$ cat config.mk
export PLATFORM = sky130hd
export DESIGN_NAME = xbus_arbiter
export DESIGN_NICKNAME = d
export VERILOG_FILES = /design/src/rtl/xbus_pkg.sv /design/src/rtl/rr_pick.sv /design/src/rtl/xbus_arbiter.sv
export SDC_FILE = /design/constraint.sdc
export NUM_CORES = 1
export LEC_CHECK = 0
export BUFFER_PORTS_ARGS = -buffer_cell sky130_fd_sc_hd__buf_2
export CAP_MARGIN = 30
export CORE_ASPECT_RATIO = 0.6
export CORE_MARGIN = 3
export CORE_UTILIZATION = 50
export DETAILED_ROUTE_END_ITERATION = 12
export GPL_ROUTABILITY_DRIVEN = 0
export PLACE_DENSITY = 0.84
export SYNTH_ARGS = -nofsm -noshare
export SYNTH_HDL_FRONTEND = slang
export SYNTH_HIERARCHICAL = 1
export SYNTH_SLANG_ARGS = --single-unit
$ cat constraint.sdc
create_clock -name clk -period 4.5 [get_ports clk]
set_input_delay 0.675 -clock clk [delete_from_list [all_inputs] [get_ports clk]]
set_output_delay 0.675 -clock clk [all_outputs]
set_load 0.02 [all_outputs]
$ cat src/rtl/xbus_pkg.sv
// Shared constants and FSM state type for the xbus writer/reader arbiter.
package xbus_pkg;
    localparam int unsigned DW       = 11;
    localparam int unsigned N_WR_DEF = 4;
    localparam int unsigned N_RD_DEF = 4;

    typedef enum logic {
        IDLE = 1'b0,
        XFER = 1'b1
    } state_t;
endpackage

$ cat src/rtl/rr_pick.sv
// Combinational round-robin picker: first set request at or after ptr, wrapping.
module rr_pick #(
    parameter int unsigned N = 4,
    localparam int unsigned IW = (N > 1) ? $clog2(N) : 1
) (
    input  logic [N-1:0]  req,
    input  logic [IW-1:0] ptr,
    output logic [IW-1:0] idx_c,
    output logic          valid_c
);
    always_comb begin
        int unsigned cand;
        idx_c   = '0;
        valid_c = 1'b0;
        cand    = 0;
        for (int unsigned k = 0; k < N; k++) begin
            cand = 32'(ptr) + k;
            if (cand >= N) begin
                cand = cand - N;
            end
            if (!valid_c && req[IW'(cand)]) begin
                valid_c = 1'b1;
                idx_c   = IW'(cand);
            end
        end
    end
endmodule

$ cat src/rtl/xbus_arbiter.sv
// Pairs one writer with one reader per transfer, round-robin on each side;
// each transfer occupies one XFER cycle with registered acks and data.
module xbus_arbiter
    import xbus_pkg::*;
#(
    parameter int unsigned N_WR = N_WR_DEF,
    parameter int unsigned N_RD = N_RD_DEF,
    parameter int unsigned DW   = xbus_pkg::DW,
    localparam int unsigned WW  = (N_WR > 1) ? $clog2(N_WR) : 1,
    localparam int unsigned RW  = (N_RD > 1) ? $clog2(N_RD) : 1
) (
    input  logic                   clk,
    input  logic                   nrst,
    input  logic [N_WR-1:0]        wr_req,
    input  logic [N_WR*DW-1:0]     wr_data,
    output logic [N_WR-1:0]        wr_ack,
    input  logic [N_RD-1:0]        rd_req,
    output logic [N_RD-1:0]        rd_ack,
    output logic signed [DW-1:0]   rd_data,
    output logic                   busy,
    output logic [7:0]             xfer_cnt,
    output logic                   proto_err
);
    state_t                state, state_nxt;
    logic [WW-1:0]         wr_ptr, wr_ptr_nxt, w_sel, w_sel_nxt, w_idx;
    logic [RW-1:0]         rd_ptr, rd_ptr_nxt, r_sel, r_sel_nxt, r_idx;
    logic                  w_valid, r_valid;
    logic signed [DW-1:0]  xdata, xdata_nxt, rd_data_nxt;
    logic [N_WR-1:0]       wr_ack_nxt;
    logic [N_RD-1:0]       rd_ack_nxt;
    logic                  busy_nxt, proto_err_nxt;
    logic [7:0]            xfer_cnt_nxt;

    rr_pick #(.N(N_WR)) u_wr_pick (
        .req     (wr_req),
        .ptr     (wr_ptr),
        .idx_c   (w_idx),
        .valid_c (w_valid)
    );

    rr_pick #(.N(N_RD)) u_rd_pick (
        .req     (rd_req),
        .ptr     (rd_ptr),
        .idx_c   (r_idx),
        .valid_c (r_valid)
    );

    // Next-state and next-output logic; acks only exist for the single XFER cycle.
    always_comb begin
        state_nxt     = state;
        wr_ptr_nxt    = wr_ptr;
        rd_ptr_nxt    = rd_ptr;
        w_sel_nxt     = w_sel;
        r_sel_nxt     = r_sel;
        xdata_nxt     = xdata;
        wr_ack_nxt    = '0;
        rd_ack_nxt    = '0;
        rd_data_nxt   = rd_data;
        busy_nxt      = 1'b0;
        xfer_cnt_nxt  = xfer_cnt;
        proto_err_nxt = proto_err;
        unique case (state)
            IDLE: begin
                if (w_valid && r_valid) begin
                    state_nxt             = XFER;
                    w_sel_nxt             = w_idx;
                    r_sel_nxt             = r_idx;
                    xdata_nxt             = wr_data[32'(w_idx)*DW +: DW];
                    wr_ack_nxt[w_idx]     = 1'b1;
                    rd_ack_nxt[r_idx]     = 1'b1;
                    rd_data_nxt           = xdata_nxt;
                    busy_nxt              = 1'b1;
                end
            end
            XFER: begin
                state_nxt    = IDLE;
                wr_ptr_nxt   = (32'(w_sel) == N_WR - 1) ? '0 : w_sel + WW'(1);
                rd_ptr_nxt   = (32'(r_sel) == N_RD - 1) ? '0 : r_sel + RW'(1);
                xfer_cnt_nxt = xfer_cnt + 8'd1;
                if (!wr_req[w_sel] || !rd_req[r_sel]) begin
                    proto_err_nxt = 1'b1;
                end
            end
            default: state_nxt = IDLE;
        endcase
    end

    always_ff @(posedge clk) begin
        if (!nrst) begin
            state     <= IDLE;
            wr_ptr    <= '0;
            rd_ptr    <= '0;
            w_sel     <= '0;
            r_sel     <= '0;
            xdata     <= '0;
            wr_ack    <= '0;
            rd_ack    <= '0;
            rd_data   <= '0;
            busy      <= 1'b0;
            xfer_cnt  <= '0;
            proto_err <= 1'b0;
        end else begin
            state     <= state_nxt;
            wr_ptr    <= wr_ptr_nxt;
            rd_ptr    <= rd_ptr_nxt;
            w_sel     <= w_sel_nxt;
            r_sel     <= r_sel_nxt;
            xdata     <= xdata_nxt;
            wr_ack    <= wr_ack_nxt;
            rd_ack    <= rd_ack_nxt;
            rd_data   <= rd_data_nxt;
            busy      <= busy_nxt;
            xfer_cnt  <= xfer_cnt_nxt;
            proto_err <= proto_err_nxt;
        end
    end
endmodule

Word-level counts from Yosys, hierarchy flattened --
Index checks and enable logic that the tools add are counted.
Operators by class: $mul 1, shift-type cells 1, muxes and demuxes 52, bitwise gates (word level) 3, divide/modulo/power cells 0, reduce and logical (&&, ||, !) cells 22, add/sub/neg operators 17, $lt $le $gt $ge 22, equality and inequality tests 2
Operator list (number):
- indexed part select 44 x 7 -> 11 bit | 1
- less-than comparator 2 x 3 -> 1 bit, second input constant | 12
- two-way mux 2 bit | 18
- two-way mux 1 bit | 21
- binary-select mux 1 bit (select 2 bit) | 10
- greater-or-equal comparator 3 bit, second input constant | 6
- subtractor 2 x 1 -> 2 bit, second input constant | 8
- adder 2 x 2 -> 3 bit, second input constant | 4
- logical AND 1 bit | 9
- adder 8 x 1 -> 8 bit, second input constant | 1
- logical NOT 1 bit | 8
- adder 2 x 1 -> 3 bit, second input constant | 2
- greater-or-equal comparator 2 x 3 -> 1 bit, second input constant | 2
- multiplier 2 x 4 -> 6 bit, second input constant | 1
- adder 2 x 1 -> 2 bit, second input constant | 2
- demux 1 bit (select 2 bit) | 2
- equality test 2 bit, second input constant | 2
- greater-or-equal comparator 2 x 1 -> 1 bit, second input constant | 2
- AND reduction 2 bit | 2
- inverter 1 bit | 3
- OR reduction 3 bit | 1
- case mux 1 bit (2 select lines) | 1
- OR reduction 2 bit | 1
- logical OR 1 bit | 1
Word-level totals: ROM bits 0, input bits 54, memory bits (writable) 0, memories kept 0, latch bits 0, word-level logic and storage cells 131, register bits 38, output and inout port bits 29

Logic depth before layout (Yosys ltp) --
Gate-level depths: netlist (run 1).
depth in word-level cells 18, gate-level depth with buffers 8, mapped depth without buffers 6

Hierarchy --
Netlist (run 1), hierarchy kept.
Modules (own cells, without submodules):
- xbus_arbiter | cells each 159, instances 1, area each 1661.6 um^2
- rr_pick | cells each 15, instances 2, area each 77.6 um^2

Least setup slack after synthesis (run 1) --
OpenSTA, ideal clock, no wires.
path kind input port to flip-flop, start input wr_req[1], end register rd_data[5], arrival 2.072 ns, path slack 2.296 ns, data required time 4.368 ns, stages on the path 8, cells stage by stage inv_1 -> a221o_1 -> a21oi_1 -> buf_6 -> buf_12 -> mux4_2 -> nand2_1 -> a21oi_1
On the way: longest elaborated chain between the ends 14
RTL lines:
- start: declaration | line xbus_arbiter.sv:14 | input logic [N_WR-1:0] wr_req,
- binary-select mux 1 bit (select 2 bit) | line rr_pick.sv:21 | if (!valid_c && req[IW'(cand)]) begin
- two-way mux 1 bit (implied by the code) | line rr_pick.sv:21
- two-way mux 1 bit | line rr_pick.sv:21
- logical NOT 1 bit | line rr_pick.sv:21
- logical AND 1 bit | line rr_pick.sv:21
- two-way mux 1 bit | line rr_pick.sv:21
- logical NOT 1 bit | line rr_pick.sv:21
- logical AND 1 bit | line rr_pick.sv:21
- two-way mux 1 bit | line rr_pick.sv:21
- logical NOT 1 bit | line rr_pick.sv:21
- logical AND 1 bit | line rr_pick.sv:21
- two-way mux 2 bit * | line rr_pick.sv:21
- net w_idx[0] | line xbus_arbiter.sv:25 | logic [WW-1:0] wr_ptr, wr_ptr_nxt, w_sel, w_sel_nxt, w_idx;
- multiplier 2 x 4 -> 6 bit * | line xbus_arbiter.sv:68 | xdata_nxt = wr_data[32'(w_idx)*DW +: DW];
- indexed part select 44 x 7 -> 11 bit * | line xbus_arbiter.sv:68
- end signal: assignment | line xbus_arbiter.sv:111 | rd_data <= rd_data_nxt;
- end: declaration | line xbus_arbiter.sv:19 | output logic signed [DW-1:0] rd_data,
Mark *: on every way through the listed nets, which the timed path passes. The rest lies on a longest branch. The select of a mux whose other input is x is not followed. A chain may end at the register's enable or synchronous reset.

Worst setup path in the final report (run 1) --
start input wr_req[1], end register rd_data[3]
The elaborated chain is that of the path after synthesis.

==> metrics.md, run 1 <==
| Metric | Value |
|---|---|
| DRT Pass-1 Iters | `4` |
| Clk buf depth | `2` |
| WP data arrival | `2740 ps` |
| Reg-to-reg slack, setup | `2040 ps` |
| Global-route wire length before repair | `6460 um` |
| DR vias | `about 1.7k` |
| Sw Ratio | `29.0%` |
| Post-route insts no fill | `315` |
| CTS tree | `yes` |
| Post-CTS setup buffer count | `0` |
| Largest net degree at the start of global routing | `28` |
| Largest family of logic cells by synthesized area | `multiplexers` |
| Fmax | `~390 MHz` |
| Synth warn | `6` |
| Crit Path Max Fanout | `16` |
| Die Y-Extent | `~53 um` |
| Psw | `0.223 mW` |
| Die area | `~4400 sq um` |
| I/O Buffers | `82` |
| Clock skew | `~5.2 ps` |
| Outcome | `complete, no violations` |
| Largest stage delay on the critical path | `730 ps` |
| Most used DFF post-synth | `dfxtp_1` |
| Compound-Gate Fraction of Synth Area | `11.4%` |
| Cell count after synthesis | `189` |
| Adder-cell area share of the yosys netlist | `2.07%` |
| Worst-margin pin slew | `957 ps` |
| Buf/Inv on CP | `2` |
| Top Family by Delay on Critical Path | `compound AO/OA/AOI/OAI gates` |
| Maximum vdd drop | `between 0.00015 and 0.0002 V` |
| Total grt overflow | `0` |
| CP Launch Type | `input port` |
| Ports | `83` |
| Final WS setup | `between 1500 and 2000 ps` |
| Place WS | `1580 ps` |
| Most frequent cell after synthesis | `dfxtp_1` |
| Simple-gate portion of the synthesized area | `17.3%` |
| Internal | `between 0.5 and 0.6 mW` |
| Setup TNS Final | `0 ps` |
| Synth top area share | `40.8%` |
| Fillers | `271` |
| Starting Density | `54.0%` |
| Hold-fix buffers, CTS | `0` |
| Sequential area share after synthesis | `40.8%` |
| Max H-tree Level | `2` |
| Max-slew headroom | `36.2%` |
| ANT nets after route | `0` |
| Clock latency on the worst-skew pair | `280 ps` |
| Leading area contributor after synthesis | `dfxtp_1` |
| Unrepaired setup endpoints after global routing | `false` |
| Cell Area, Placed | `about 2200 sq um` |
| Dpl hpwl | `3090 um` |
| Period minus WS final | `2600 ps` |
| Hold Fails Final Rpt | `0` |
| Pwr per Cell Area | `around 330 nW/um^2` |
| Slew Limit Fails | `0` |
| EDFF count, synth | `0` |
| Die Wd | `83.8 um` |
| Mapped cell area | `around 1800 sq um` |
| Final Power | `0.769 mW` |
| Leak Pwr | `~1.1 nW` |
| Post-route cell area | `2310 sq um` |
| Vias/cell | `5.25` |
| Hold WS | `453 ps` |
| Syn Area/Cell | `9.61 sq um` |
| Initial antenna violation count | `0` |
| Synthesized Nets | `approximately 250` |
| Share of cells above drive strength 1 | `37.4%` |
| Area Overhead vs Synth | `26.9%` |
| Critical path class | `input port to flip-flop` |
| Sequential cell fraction of total power | `between 40% and 50%` |
| Ranking of synthesized cells by area | `dfxtp_1, mux4_1, mux4_2` |
| Fin nets | `between 300 and 400` |
| Mux cell area share after synthesis | `20.1%` |
| CTS Buf Count | `5` |
| Post-synth ARST share | `0%` |
| Initial drt markers | `94` |
| DR WL/cell | `13.0 um` |
| XOR/XNOR Fraction of Synth Area | `under 10%` |
| Fin util | `a little under 70%` |
| Max Cap Viol | `0` |
| Setup violators final | `0` |
| Core Region | `3360 sq um` |
| Vias in the first global route | `between 1k and 1.5k` |
| Worst setup EP type | `flip-flop` |
| Clock-pin slew on the worst setup and hold paths | `approximately 70 ps` |
| CP cell instances | `buf_2 > inv_1 > a221o_1 > a21oi_2 > mux4_1 > nand2_1 > a21oi_1` |
| Logic pwr share | `around a quarter` |
| Total GRT Usage | `18.9%` |
| Worst Hold Class | `flip-flop to flip-flop` |
| Final wirelength | `4090 um` |
| Post-CTS Resized | `0` |
| Worst path slowest cell | `a21oi_2` |
| Required time worst endpoint | `4640 ps` |
| Clock sinks | `37` |
| Top cells by count, synth | `dfxtp_1, nand2_1, a21oi_1` |
| N_diodes | `0` |
| Clk pwr share | `28.0%` |
| Final period util | `between 50% and 60%` |
| Yosys cell types | `34` |
| Cell row count | `16` |
| Placed cell count | `307` |
| # DRC | `0` |
| Clock root buffer | `clkbuf_8` |
| Yosys reg bits | `37` |
==> state kept, by name (all words and copies together), names as in the netlist, 2 cells and up <==
name      flops
w_sel         2
rd_ptr        2
r_sel         2
rd_ack        4
xfer_cnt      8
wr_ack        4
rd_data      11
wr_ptr        2
==> final cells by class <==
type                       instances  area (sq um)  area share, %
sequential                        37           741           32.1
multi-input combinational        130           963           41.8
tap                               45          56.3           2.44
clock inverter                     2          10.0          0.434
timing repair buffer              83           418           18.1
clock buffer                       6          72.6           3.15
inverter                          12          45.0           1.95
==> worst min-delay path, stage by stage (launching register included) <==
cell     delay (ps)
dfxtp_1         310
nand2_1          50
a21oi_1          50
==> worst paths after layout <==
kind / from / to / cells past startpoint
worst min-delay path: rd_data[8]$_SDFFE_PN0P_ / rd_data[8]$_SDFFE_PN0P_ / 2
worst max register to register: wr_ptr[0]$_SDFFE_PN0P_ / rd_data[3]$_SDFFE_PN0P_ / 6
worst max-delay path: wr_req[1] / rd_data[3]$_SDFFE_PN0P_ / 7
worst min register to register: rd_data[8]$_SDFFE_PN0P_ / rd_data[8]$_SDFFE_PN0P_ / 2
==> logic make-up (layout without fill, tap and decap cells) <==
logic type	count (synthesis)	in the layout
flops	37	37
simple gates	68	68
mux	18	18
xor+xnor	4	4
compound gates	37	37
fa+ha+maj	3	3
buf+inv	22	103
==> power groups by stage <==
| stage | Clock (mW) | Sequential [mW] | Combinational, mW |
|---|---|---|---|
| floorplan | 0 | 0.399 | 0.110 |
| global placement | 0 | 0.379 | 0.178 |
| detailed placement | 0 | 0.380 | 0.183 |
| CTS | 0.220 | 0.372 | 0.183 |
| global route | 0.234 | 0.376 | 0.200 |
| finish | 0.216 | 0.372 | 0.181 |
==> layout by cell type, fill, tap and decap left out, types with 3 or more instances in the layout <==
cell / Yosys / routed
mux4_1: 6 / 6
buf_2: 3 / 82
or3_1: 3 / 3
nor2_1: 13 / 13
ha_1: 3 / 3
nand2_1: 32 / 32
inv_1: 9 / 9
nand4_1: 3 / 3
dfxtp_1: 37 / 37
a21oi_1: 26 / 25
clkbuf_8: 0 / 5
nor3b_1: 4 / 4
o21ai_0: 5 / 5
xor2_1: 3 / 3
mux4_2: 7 / 7
mux2i_1: 5 / 5
nand3_1: 4 / 4
==> per-layer routing <==
layer  track usage [%]  routed length, um  vias to the layer above
met3              6.59                343                        5
met5                 0                  0                        -
met2              28.6               1800                       61
met4              6.42                 38                        0
met1              25.1               1900                      758
li1                  -                  -                      829
Power figures use the tool's default switching activity.
==> run 2: changes to the inputs <==
--- a/config.mk
+++ b/config.mk
@@ -9,10 +9,10 @@
 export CAP_MARGIN = 30
 export CORE_ASPECT_RATIO = 0.6
 export CORE_MARGIN = 3
-export CORE_UTILIZATION = 50
+export CORE_UTILIZATION = 42
 export DETAILED_ROUTE_END_ITERATION = 12
 export GPL_ROUTABILITY_DRIVEN = 0
-export PLACE_DENSITY = 0.84
+export PLACE_DENSITY = 0.75
 export SYNTH_ARGS = -nofsm -noshare
 export SYNTH_HDL_FRONTEND = slang
 export SYNTH_HIERARCHICAL = 1
==> constraint.sdc (replaced) <==
create_clock -name clk -period 2.21 [get_ports clk]
set_input_delay 0.3315 -clock clk [delete_from_list [all_inputs] [get_ports clk]]
set_output_delay 0.3315 -clock clk [all_outputs]
set_load 0.02 [all_outputs]
==> metrics.md, run 2 (same netlist as run 1, synthesis figures left out) <==
| Metric | Value |
|---|---|
| Outcome | `complete, no violations` |
| Die Y-Extent | `56.9 um (+8.1%)` |
| # DRC | `0 (unchanged)` |
| Post-CTS setup buffer count | `0 (unchanged)` |
| CTS Buf Count | `5 (unchanged)` |
| CP Launch Type | `flip-flop` |
| Worst R2R End | `rd_data[0]$_SDFFE_PN0P_` |
| Most common cell after layout, fill and taps aside | `buf_2` |
| Die Wd | `90.9 um (+8.5%)` |
| Initial drt markers | `105 (+12%)` |
| Regs by FF count | `rd_data (11), xfer_cnt (8)` |
| CP cell instances | `inv_2 > a221o_1 > a21oi_2 > buf_12 > mux4_1 > nand2_1 > a21oi_1` |
| Core Region | `3910 sq um (+16%)` |
| Clock latency on the worst-skew pair | `280 ps (about the same)` |
| Cell row count | `17 (+1)` |
| Reg-to-reg slack, setup | `240 ps (-1800 ps)` |
| Buf/Inv on CP | `2 (unchanged)` |
| Hold Fails Final Rpt | `0 (unchanged)` |
| DR vias | `1,671 (+1.1%)` |
| N_diodes | `0 (unchanged)` |
| Max Cap Viol | `0 (unchanged)` |
| ANT nets after route | `0 (unchanged)` |
| Die area | `5180 sq um (+17%)` |
| Final wirelength | `4410 um (+7.9%)` |
| Place WS | `150 ps (-1430 ps)` |
| Setup violators final | `0 (unchanged)` |
| Clock skew | `8.66 ps (+3.49 ps)` |
| Top Family by Delay on Critical Path | `multiplexers` |
| Worst Hold Class | `input port to flip-flop` |
| Clock-pin slew on the worst setup and hold paths | `70 ps (about the same)` |
| WP data arrival | `2130 ps (-610 ps)` |
| Hold-fix buffers, CTS | `0 (unchanged)` |
| Max FFs per register | `11 (unchanged)` |
| Slew Limit Fails | `0 (unchanged)` |
| R2R Path Start | `wr_ptr[0]$_SDFFE_PN0P_` |
| Share of cells above drive strength 1 | `38.1% (+0.69 points)` |
| Final WS setup | `242 ps (-1660 ps)` |
| Largest net degree at the start of global routing | `23 (-18%)` |
| I/O Buffers | `82 (unchanged)` |
| Clock sinks | `37 (unchanged)` |
| Worst-margin pin slew | `611 ps (-346 ps)` |
| Setup TNS Final | `0 ps (unchanged)` |
| Leak Pwr | `1.11 nW (+2.1%)` |
| Ports | `83 (unchanged)` |
| Fin util | `60.5% (-8.1 points)` |
| Unrepaired setup endpoints after global routing | `false` |
| Largest stage delay on the critical path | `570 ps (-160 ps)` |
| Total GRT Usage | `17.8% (-1.1 points)` |
| Min-Delay Startpoint | `nrst` |
| Clk buf depth | `2 (unchanged)` |
| Fmax | `508 MHz` |
| CTS tree | `yes` |
| Global-route wire length before repair | `7470 um (+16%)` |
| Hold path depth | `2 (unchanged)` |
| Clock root buffer | `clkbuf_8` |
| Initial antenna violation count | `0 (unchanged)` |
| Max H-tree Level | `2 (unchanged)` |
| Commonest non-fill, non-tap cells in the layout | `buf_2, dfxtp_1, nand2_1` |
| DR WL/cell | `13.4 um (+3.0%)` |
| Placed cell count | `323 (+5.2%)` |
| Total grt overflow | `0 (unchanged)` |
| Worst hold endpoint | `proto_err$_SDFFE_PN0P_` |
| Vias/cell | `5.06 (-3.5%)` |
| Area Overhead vs Synth | `30.3%` |
| Max-slew headroom | `59.1% (+23 points)` |
| Vias in the first global route | `1,645 (+16%)` |
| Final Power | `1.62 mW (+110%)` |
| Fin nets | `330 (+1.2%)` |
| Biggest register | `rd_data` |
| Critical path class | `flip-flop to flip-flop` |
| Crit Path Max Fanout | `16 (unchanged)` |
| Maximum vdd drop | `0.000289 V (+52%)` |
| DRT Pass-1 Iters | `4 (unchanged)` |
| Final period util | `89.0%` |
| Starting Density | `46.4% (-7.6 points)` |
| Post-CTS Resized | `0 (unchanged)` |
| Pwr per Cell Area | `684 nW/um^2 (+100%)` |
| Post-route insts no fill | `330 (+4.8%)` |
| Required time worst endpoint | `2370 ps (-2270 ps)` |
| Worst reg-to-reg path cell count | `7 (+1)` |
| Dpl hpwl | `3410 um (+10%)` |
| Period minus WS final | `1970 ps` |
| Worst path slowest cell | `mux4_1` |
| Worst setup EP type | `flip-flop` |
run 2: changes by cell type in the layout (fill, tap and decap cells not counted):
cell      previous run  this run
clkbuf_8             5         6
clkinv_2             2         0
buf_4                1         4
buf_12               0         1
run 2: routing by layer:
metal  track usage (%)  vias to the layer above  share of wire [%]  routed length, um
met2              28.2                       63                 45               1970
met4              4.72                        0               0.82                 36
met3              5.80                        5                7.5                331
li1                  -                      834                  -                  -
met5                 0                        -                  0                  0
met1              23.8                      769                 47               2070
run 2: final cells by class:
class	instances	area [sq um]
timing repair buffer	87	460
tap	57	71.3
fill	376	1550
clock buffer	7	86.3
inverter	12	45.0
multi-input combinational	130	963
sequential	37	741
run 2: how the worst max path moves through the flow:
stage / from / end / slack (ps) / depth (start not counted)
floorplan: wr_req[1] / rd_data[5]$_SDFFE_PN0P_ / 350 / 8
global placement: wr_req[1] / rd_data[10]$_SDFFE_PN0P_ / 200 / 8
detailed placement: wr_req[1] / rd_data[0]$_SDFFE_PN0P_ / 150 / 8
CTS: wr_ptr[0]$_SDFFE_PN0P_ / rd_data[0]$_SDFFE_PN0P_ / 250 / 7
global route: wr_ptr[0]$_SDFFE_PN0P_ / rd_data[3]$_SDFFE_PN0P_ / 120 / 7
finish: wr_ptr[0]$_SDFFE_PN0P_ / rd_data[0]$_SDFFE_PN0P_ / 240 / 7
run 2: metrics by stage:
step	instance area, sq um	hold slack, ps
global placement	2280	439
CTS	2370	304
detailed placement	2280	448
global route	2370	312
finish	2370	302
floorplan	1820	449
run 2: power breakdown:
group / internal (mW) / switching, mW / leakage (nW) / total [mW]
logic: 0.189 / 0.205 / 0.765 / 0.395
registers: 0.718 / 0.0360 / 0.303 / 0.754
clock network: 0.247 / 0.222 / 0.0443 / 0.469
total: 1.16 / 0.463 / 1.11 / 1.62
==> run 3: changes to the inputs <==
--- a/config.mk
+++ b/config.mk
@@ -13,6 +13,7 @@
 export DETAILED_ROUTE_END_ITERATION = 12
 export GPL_ROUTABILITY_DRIVEN = 0
 export PLACE_DENSITY = 0.75
+export RECOVER_POWER = 50
 export SYNTH_ARGS = -nofsm -noshare
 export SYNTH_HDL_FRONTEND = slang
 export SYNTH_HIERARCHICAL = 1
==> constraint.sdc (replaced) <==
create_clock -name clk -period 2.21 [get_ports clk]
set_input_delay 0.3315 -clock clk [delete_from_list [all_inputs] [get_ports clk]]
set_output_delay 0.3315 -clock clk [all_outputs]
set_load 0.01 [all_outputs]
==> metrics.md, run 3 (same netlist as run 1, synthesis figures left out) <==
| Metric | Value |
|---|---|
| Initial antenna violation count | `0 (unchanged)` |
| Highest Signal Layer | `met4` |
| Clock root buffer | `clkbuf_8` |
| Fillers | `390 (+3.7%)` |
| Unrepaired setup endpoints after global routing | `false` |
| Outcome | `complete, no violations` |
| Setup violators final | `0 (unchanged)` |
| Required time worst endpoint | `2370 ps (about the same)` |
| Setup TNS Final | `0 ps (unchanged)` |
| Worst R2R End | `rd_data[0]$_SDFFE_PN0P_` |
| DRT Pass-1 Iters | `4 (unchanged)` |
| Total GRT Usage | `17.8% (unchanged)` |
| Final period util | `89.0% (about the same)` |
| Slew Limit Fails | `0 (unchanged)` |
| Fin util | `59.5% (-0.96 points)` |
| Reg-to-reg slack, setup | `240 ps (about the same)` |
| Final wirelength | `4410 um (about the same)` |
| Met1 wire length | `2070 um (about the same)` |
| WL met2 | `1950 um (-1.2%)` |
| Starting Density | `46.4% (unchanged)` |
| Clock sinks | `37 (unchanged)` |
| Period minus WS final | `1970 ps (-1.05 ps)` |
| Cell row count | `17 (unchanged)` |
| Clock latency on the worst-skew pair | `280 ps (about the same)` |
| Max H-tree Level | `2 (unchanged)` |
| R2R Path Start | `wr_ptr[0]$_SDFFE_PN0P_` |
| Crit. path cell count | `7 (unchanged)` |
| Post-CTS setup buffer count | `0 (unchanged)` |
| Largest net degree at the start of global routing | `23 (unchanged)` |
| Critical path class | `flip-flop to flip-flop` |
| CP Launch Type | `flip-flop` |
| Crit Path Max Fanout | `16 (unchanged)` |
| Clock-pin slew on the worst setup and hold paths | `70 ps (about the same)` |
| Fin nets | `330 (unchanged)` |
| Top Family by Delay on Critical Path | `compound AO/OA/AOI/OAI gates` |
| Die area | `5180 sq um (unchanged)` |
| Worst Setup SP | `wr_ptr[0]$_SDFFE_PN0P_` |
| Vias in the first global route | `1,645 (unchanged)` |
| Die Wd | `90.9 um (unchanged)` |
| WP data arrival | `2130 ps (about the same)` |
| Clock skew | `8.76 ps (+0.102 ps)` |
| DR WL/cell | `13.4 um (about the same)` |
| Routed wl met3 | `358 um (+8.2%)` |
| Regs by FF count | `rd_data (11), xfer_cnt (8)` |
| CP cell instances | `inv_2 > a221o_1 > a21oi_2 > buf_12 > mux4_1 > nand2_1 > a21oi_1` |
| DR vias | `1,676 (+0.30%)` |
| Setup crit end | `rd_data[0]$_SDFFE_PN0P_` |
| Area Overhead vs Synth | `28.2%` |
| CTS Buf Count | `5 (unchanged)` |
| Commonest non-fill, non-tap cells in the layout | `buf_2, dfxtp_1, nand2_1` |
| Worst Hold Class | `input port to flip-flop` |
| Biggest register | `rd_data` |
| Worst setup EP type | `flip-flop` |
| Leak Pwr | `1.01 nW (-9.4%)` |
| ANT nets after route | `0 (unchanged)` |
| Global-route wire length before repair | `7470 um (unchanged)` |
| Die Y-Extent | `56.9 um (unchanged)` |
| Dpl hpwl | `3410 um (unchanged)` |
| Hold Fails Final Rpt | `0 (unchanged)` |
| Vias/cell | `5.08 (+0.30%)` |
| Largest stage delay on the critical path | `560 ps (about the same)` |
| N_diodes | `0 (unchanged)` |
| Fmax | `508 MHz (about the same)` |
| # DRC | `0 (unchanged)` |
| CTS tree | `yes` |
| Ports | `83 (unchanged)` |
| Buf/Inv on CP | `2 (unchanged)` |
| Worst-margin pin slew | `604 ps (-7.25 ps)` |
| Clk buf depth | `2 (unchanged)` |
| Worst path slowest cell | `mux4_1` |
| I/O Buffers | `82 (unchanged)` |
| Max Cap Viol | `0 (unchanged)` |
| Post-CTS Resized | `0 (unchanged)` |
| Initial drt markers | `102 (-2.9%)` |
| Core Region | `3910 sq um (unchanged)` |
| Maximum vdd drop | `0.000282 V (-2.4%)` |
| Share of cells above drive strength 1 | `28.2% (-9.9 points)` |
| Max-slew headroom | `59.6% (+0.48 points)` |
| Worst reg-to-reg path cell count | `7 (unchanged)` |
| Max FFs per register | `11 (unchanged)` |
| Hold-fix buffers, CTS | `0 (unchanged)` |
| Min-Delay Startpoint | `nrst` |
| Most common cell after layout, fill and taps aside | `buf_2` |
| Total grt overflow | `0 (unchanged)` |
| Pwr per Cell Area | `677 nW/um^2 (-0.91%)` |
==> run 3: cell types whose count changed in the layout (fill, tap and decap cells not counted) <==
cell      previous run  this run
clkbuf_1             1        27
buf_2               82        57
buf_4                4         3
nand2_1             32        33
nand2_2              1         0
==> run 3: metal layers <==
layer | vias up | GRT usage [%]
met3 | 5 | 5.80
met5 | - | 0
met2 | 70 | 28.2
li1 | 835 | -
met1 | 766 | 23.8
met4 | 0 | 4.72
==> run 3: report_power, final <==
part	switching (mW)	internal, mW	total (mW)
sequential	0.0370	0.718	0.755
combinational	0.175	0.178	0.353
clock	0.222	0.247	0.470
==> run 3: layout make-up <==
class	count	area (sq um)	area share, %
Clock buffer	7	86.3	3.71
Inverter	12	45.0	1.93
Multi-Input combinational cell	130	961	41.2
Sequential cell	37	741	31.8
Tap cell	57	71.3	3.06
Timing Repair Buffer	87	425	18.3
==> run 3: worst min-delay path by stage <==
stage                     slack (ps)  cells after the start                       end
after floorplan                  450                      1    proto_err$_SDFFE_PN0P_
after global placement           440                      2   rd_data[6]$_SDFFE_PN0P_
after detailed placement         450                      2  rd_data[10]$_SDFFE_PN0P_
after CTS                        300                      2    proto_err$_SDFFE_PN0P_
after global routing             300                      2    proto_err$_SDFFE_PN0P_
final                            290                      2    proto_err$_SDFFE_PN0P_
==> run 3: stage by stage <==
stage / area (sq um) / worst slack [ps] / total power [mW] / instances / hold slack [ps]
finish: 2330 / 243 / 1.58 / 330 / 292
global route: 2330 / 118 / 1.67 / 330 / 305
CTS: 2370 / 247 / 1.60 / 330 / 304
detailed placement: 2280 / 150 / 1.14 / 323 / 448
global placement: 2280 / 202 / 1.13 / 323 / 439
floorplan: 1820 / 350 / 1.01 / 189 / 449
